[src/rtl/pipe_reg_s.sv]
// Single-stage pipeline register with reset/flush to a caller-supplied default
// value and a hold (stall) input; data_o comes straight from the storage flop.
module pipe_reg_s #(
  parameter int dw = 32
) (
  input  logic          clk,
  input  logic          rst_n,
  input  logic          set_default,
  input  logic          hold_en,
  input  logic [dw-1:0] default_data_i,
  input  logic [dw-1:0] data_i,
  output logic [dw-1:0] data_o
);

  logic [dw-1:0] data_reg;

  // rst_n is active-high here; reset and flush both reload the default, and
  // either one overrides hold.
  always_ff @(posedge clk) begin
    if (rst_n || set_default) begin
      data_reg <= default_data_i;
    end else if (!hold_en) begin
      data_reg <= data_i;
    end
  end

  assign data_o = data_reg;

endmodule

[config.mk]
export PLATFORM = sky130hd
export DESIGN_NAME = pipe_reg_s
export DESIGN_NICKNAME = d
export VERILOG_FILES = /design/src/rtl/pipe_reg_s.sv
export SDC_FILE = /design/constraint.sdc
export NUM_CORES = 1
export LEC_CHECK = 0
export CAP_MARGIN = 20
export CELL_PAD_IN_SITES_DETAIL_PLACEMENT = 1
export CELL_PAD_IN_SITES_GLOBAL_PLACEMENT = 1
export CORE_UTILIZATION = 26
export DETAILED_ROUTE_END_ITERATION = 12
export GPL_ROUTABILITY_DRIVEN = 1
export HOLD_SLACK_MARGIN = 0.1
export PLACE_DENSITY_LB_ADDON = 0.2
export SKIP_CTS_REPAIR_TIMING = 1
export SYNTH_ARGS = -nofsm -noshare
export SYNTH_HDL_FRONTEND = slang
export SYNTH_SLANG_ARGS = --single-unit
[constraint.sdc]
create_clock -name clk -period 2.03 [get_ports clk]
set_clock_uncertainty 0.2 [all_clocks]
set_input_delay 0.203 -clock clk [delete_from_list [all_inputs] [get_ports clk]]
set_output_delay 0.203 -clock clk [all_outputs]
set_load 0.02 [all_outputs]
==> results of run 1 <==
==> layer usage <==
metal,up-vias,wire (um),track usage
li1,481,-,-
met1,449,1283,0.1316
met2,64,1651,0.2172
met3,4,366,0.06292
met4,0,32,0.05031
met5,-,0,0
==> metrics by stage <==
step	worst slack, ns	cell area (um^2)	hold WS [ns]	utilization
after global placement	0.2027	2470	0.6828	0.4836
after CTS	0.3654	2550	0.3902	0.4993
after detailed placement	0.1832	2470	0.6885	0.4836
after global routing	0.3400	2550	0.3933	0.4993
after floorplan	0.2590	1378	0.2205	-
final	0.3983	2550	0.4033	0.4993
==> logic make-up (layout without fill, tap and decap cells) <==
kind of cell,after synthesis,in the layout,synth area share
AND/OR/NAND/NOR,2,2,0.01090
multiplexers,32,32,0.2670
flip-flops,32,32,0.6975
buffers and inverters,3,110,0.02452
==> power by group through the flow <==
stage / registers (W) / logic, W / clock network (W)
2_1_floorplan: 0.000934 / 0.0000773 / 0
3_3_place_gp: 0.000837 / 0.000445 / 0
3_5_place_dp: 0.000841 / 0.000451 / 0
4_1_cts: 0.000826 / 0.000452 / 0.000481
5_1_grt: 0.000831 / 0.000472 / 0.000511
6_report: 0.000824 / 0.000445 / 0.000456
==> worst max path at each step <==
stage	end	slack [ns]	cells past startpoint
after floorplan	data_o[0]	0.26	3
after global placement	data_o[14]	0.20	4
after detailed placement	data_o[17]	0.18	4
after CTS	data_o[29]	0.37	1
after global routing	data_o[27]	0.34	1
final	data_o[29]	0.40	1
==> final cells by class <==
cell class | instances | area share
timing repair buffer | 102 | 0.4073
tap | 70 | 0.03435
multi-input combinational | 34 | 0.1501
clock buffer | 7 | 0.02993
sequential | 32 | 0.3768
clock inverter | 1 | 0.001472
==> synth_stat cells (all sizes together) <==
master | count | area [um^2]
edfxtp | 32 | 960.9
mux2 | 32 | 367.9
buf | 3 | 33.78
nand2 | 1 | 3.750
nor2 | 1 | 11.26
==> summary by stage, run 1 <==
Routing
In this run the remaining antenna-violating nets after routing total 0. For this block, the initial DRC count from the detailed router was a little over 40. The first detailed-routing pass took 2 iterations. The detailed-route wire length per cell is 13.55 um. The number of vias after detailed routing is roughly 1000. The via-per-instance ratio is approximately 4. The wire length reported by the detailed router is 3334 um. The DRC violations left is 0.

Worst setup path
The critical path data required time is between 1.5 and 2 ns. STA classifies the critical path endpoint as an output port. The worst endpoint data arrival time is approximately 1.2 ns. In this run the worst setup path begins at data_o[29]. The kind of cell with the highest combined delay along the critical path is buffers and inverters. Counting both buffers and inverters, the worst setup path holds a total of 1. The setup path with the least slack is of type flop to output port. The kind of start point of the critical path is a flop.

The biggest fanout along the worst timing path is 1. For this run, the slowest stage of the critical path takes ~0.63 ns. The largest individual stage delay along the critical path comes from the cell sky130_fd_sc_hd__clkdlybuf4s50_1. The critical path goes through clkdlybuf4s50_1.

STA
Setup repair after global routing left no endpoint under its margin. For the finished layout, the period the worst path requires is 1.632 ns. The worst relative slew slack is 0.8304. Timing would allow up to a little over 600 MHz. In the finished design, the share of the clock period the worst path needs comes to 0.8038. The number of slew-limit violations in the final report is 0. The total negative setup slack is 0 ns. The count of final setup violators is 0. For the pin with the worst max-slew slack, the measured transition is between 0.2 and 0.3 ns.

The total count of hold-check failures in the final report is 0.

Global routing
Entering global routing, the biggest net connects 34 pins. The number of antenna violations at the first check in global routing is 0. The first global-routing pass estimated between 4000 and 5000 um of wire. For this run the aggregate overflow at the end of global routing stands at 0. The via count of the first global-routing pass is around 1000.

In the global route stage, overall resource usage came out at 0.1262.

Clocking
TritonCTS built the clock tree. The buffer cell driving the clock tree root is sky130_fd_sc_hd__clkbuf_8. The number of sinks driven by the clock tree is 32.

The H-tree was split into 2 levels. The clock buffer count from CTS is 5. The worst-case clock buffer depth is 2. Clock-pin slew was measured on the worst setup and hold paths at roughly 0.060 ns.

Synth
The average size of a mapped cell is about 20 um^2. The number of synthesis warnings is 0. The sequential cell area fraction in the yosys report is 0.6975. The flip-flop and latch count after synthesis is 32. The total nets after synthesis is about 140. The instance count of the mapped netlist is 69. In this run the cell area of the synthesized design comes to 1378 um^2. The post-synthesis cell type count is 6.

Layout
The most common cell after layout, fill and taps aside is sky130_fd_sc_hd__clkdlybuf4s50_1. The flip-flop count of the largest register, all copies and words added is 32. The top cell types in the final layout, fill and taps aside, are sky130_fd_sc_hd__clkdlybuf4s50_1, sky130_fd_sc_hd__edfxtp_1, sky130_fd_sc_hd__mux2_2. The net count of the finished layout is 243. The relative area change from synthesis to final layout is 85.10%. The number of filler cells placed in the layout is 528.

The area of all sequential standard cells is 960.9 um^2. The ratio of cells with drive above 1 in the final layout is 0.2330. The multi-input combinational cell area is between 300 and 400 um^2. For this run, the number of standard cells in the final layout without fillers is ~250.

The number of antenna diodes in the final layout is 0.

Placed design
The congestion estimate from routability-driven global placement came to a little under 0.7. The count of port buffers added during placement is 99. The post-DP HPWL is 2613 um.

The cell count after placement is 238.

Power
The power share of the sequential group is 0.478. The proportion of total power due to net switching is 0.2336. Power comes to 0.001726 W. Summed over all nets, the switching power comes to ~0.00040 W.

The power density relative to cell area is about 680 nW/um^2. The internal cell power is approximately 0.0013 W. In this run the static leakage power is 0.9137 nW. The maximum vdd ir drop is between 0.0003 and 0.0004 V. The combinational power share is 0.258. The clock network power share is 0.264.

Die
Measured along the y axis, the die boundary spans approximately 75 um. The floorplan step set the die width to ~75 um. The area of the core is between 5000 and 6000 um^2. In this run the core area contains 26 standard-cell rows. 100 I/O pins were placed. The initial utilization of the core area, before any placement, comes to 0.2697. The floorplan step defined a die boundary enclosing between 5000 and 6000 um^2.

Worst hold path
The worst hold path passes through 2 cells. The startpoint of the tightest hold check path is data_i[20]. The worst min-delay path category is input port to flop. The path with the worst hold slack has its endpoint at data_o[20].

Run status
The flow ran to the end, and the final reports show no timing, DRC or antenna violations.

Flow run
The max-capacitance violation count is 0.
(Power assumes the default switching activity.)
==> run 2: changes to the inputs <==
- CORE_UTILIZATION: 26 -> 23
- clock period: 2.03 -> 1.3 ns (I/O delays scaled with it)
==> run 2 against run 1 <==
Compared with the run above: sequential share of layout area shrank 2.8 points; cell count grew 1.6%; die area grew 13%; sequential power grew 55%; via count grew 3.6%; utilization shrank 1.1 points; highest routed layer unchanged; combinational power grew 62%; first-iteration DRC count shrank 78%.
==> summary by stage, run 2 (same netlist as run 1, synthesis figures left out) <==
Power
The power density relative to cell area is slightly below 1000 nW/um^2. The maximum vdd ir drop is roughly 0.00043 V. The static power due to leakage is about 1.3 nW.

Die
The initial utilization of the core area, before any placement, comes to 0.2442. The die covers roughly 6300 um^2. The die height is around 79 um. The core region is around 5600 um^2. Measured along the x axis, the die boundary spans 79.39 um.

The I/O pin total is 100. The total number of placement rows is 27.

Placed design
The minimum setup slack after placement is -0.4683 ns. Port buffering added between 90 and 100 buffers. At the end of routability-driven placement, the weighted congestion stood at approximately 0.67.

The post-DP HPWL is about 3000 um.

Run status
The run finished with clean final reports.

STA
The slew at the pin closest to its max-slew limit is roughly 0.26 ns. The number of slew-limit violations in the final report came to 0. The final critical-path required period is about 1.2 ns. The total count of hold-check failures in the final report is 0.

The final setup slack of the worst path is 0.08962 ns. Setup violations remaining at the end of the flow were counted as 0. The maximum frequency from static timing analysis is between 800 and 900 MHz. The final hold slack is 0.3333 ns. The worst pin sits at a relative slew slack of 0.8245. Setup repair after global routing left no endpoint under its margin. The final critical-path share of the clock period is 0.9311.

Global routing
The global router's overall resource usage is 0.1286. The via count of the first global-routing pass is around 1200. The first global-routing pass estimated 5906 um of wire. The largest net degree at the start of global routing is 19. The number of antenna violations at the first check in global routing was 0. The global route total overflow is 0.

Routing
After the first detailed-routing iteration, the DRC count stood at 9. The final layout contains routed wiring with a total length of 3964 um. In the routed design, unresolved DRC markers number 0. The detailed router placed a little over 1000 vias in this run.

After detailed routing, the number of vias per cell comes to 4.136. The detailed-route wire length per cell is 15.86 um. Once detail routing completed, the nets flagged for antenna violations numbered 0. The number of search-and-repair iterations in the first detailed-routing pass is 2.

Worst setup path
By startpoint and endpoint, the worst setup path is classified as input port to flop. The critical path endpoint category is a flop. STA classifies the critical path startpoint as an input port. The worst endpoint data arrival time is roughly 1.0 ns.

STA puts the critical path data required time at approximately 1.1 ns. Of all nets on the critical path, the largest fanout is 15.

Layout
The register with the most flip-flops in the layout has 32 of them. The layout net count is between 200 and 250. Of the cells placed in the final design, the portion with a size suffix greater than 1 is 0.2640. In the layout the commonest cells are sky130_fd_sc_hd__clkdlybuf4s50_1, sky130_fd_sc_hd__dlymetal6s2s_1, sky130_fd_sc_hd__edfxtp_1. The area of all sequential standard cells is 960.9 um^2. The filler cells instantiated in the layout total around 560.

Once layout is complete, the utilization of the core stands at 0.4886. Relative to the synthesized area, the layout overhead comes to 100.1%. The most common cell after layout, fill and taps aside is sky130_fd_sc_hd__clkdlybuf4s50_1. The multi-input combinational cells in the finished layout cover a total of between 300 and 400 um^2.

The repair_antennas step left the layout with diodes totalling 0.

Clocking
The clock passes through at most 2 buffers. The register clock-pin slew on the reported worst setup and hold paths is approximately 0.060 ns. TritonCTS built the clock tree. The buffer cell driving the clock tree root is sky130_fd_sc_hd__clkbuf_8. The H-tree depth reported by CTS is 2. The number of sinks driven by the clock tree is 32. The clock buffer count from CTS is 5.

Flow run
The tool flagged a number of max-cap violations equal to 0.

Worst hold path
The path class of the tightest hold or removal check is input port to flop.
-- run 2: cell types whose count changed in the layout (fill, tap and decap cells not counted), moves of 2 or more --
cell                              change
sky130_fd_sc_hd__clkbuf_16            +2
sky130_fd_sc_hd__buf_12               +4
sky130_fd_sc_hd__dlymetal6s2s_1      +34
sky130_fd_sc_hd__clkbuf_1             -2
sky130_fd_sc_hd__clkdlybuf4s50_1     -34
-- run 2: layout make-up --
class	count	share of cell area
Multi-Input combinational cell	34	0.1416
Timing Repair Buffer	107	0.4521
Sequential cell	32	0.3486
Tap cell	72	0.03268
Clock buffer	5	0.02497
-- run 2: through the flow --
stage                     instances  setup TNS (ns)  total power [W]  area (um^2)
final                           250               0         0.002686         2756
after global routing            250               0         0.002799         2756
after floorplan                  69               0         0.001581         1385
after detailed placement        242          -25.93         0.002042         2532
after global placement          242          -23.61         0.002024         2532
after CTS                       247          -14.88         0.002717         2601
-- run 2: worst paths after layout --
kind | startpoint | to | cells past startpoint
setup / recovery | rst_n | data_o[15] | 5
hold / removal | default_data_i[17] | data_o[17] | 2
-- run 2: power by group --
| group | leakage, nW | total (W) | switching, W | internal, W |
|---|---|---|---|---|
| clock | 0.0359 | 0.000678 | 0.000334 | 0.000344 |
| combinational | 0.916 | 0.000723 | 0.000278 | 0.000445 |
| sequential | 0.332 | 0.00128 | 0.0000241 | 0.00126 |
| total | 1.28 | 0.00269 | 0.000636 | 0.00205 |
-- run 2: routing by layer --
metal	vias up	global-route usage	part of all wire
li1	487	-	-
met1	494	0.1303	0.34
met2	48	0.2284	0.56
met3	5	0.06286	0.095
met4	0	0.04364	0.012
met5	-	0	0
-- run 2: critical path, stage by stage --
cell and delay (ns):
sky130_fd_sc_hd__dlymetal6s2s_1 0.14, sky130_fd_sc_hd__nor2_4 0.13, sky130_fd_sc_hd__buf_12 0.13, sky130_fd_sc_hd__buf_12 0.15, sky130_fd_sc_hd__mux2_2 0.34
==> run 3: changes to the inputs <==
- CTS_CLUSTER_DIAMETER: not set -> 200
==> results of run 3 <==
The final DEF is identical to that of run 2; final timing and power are the same.
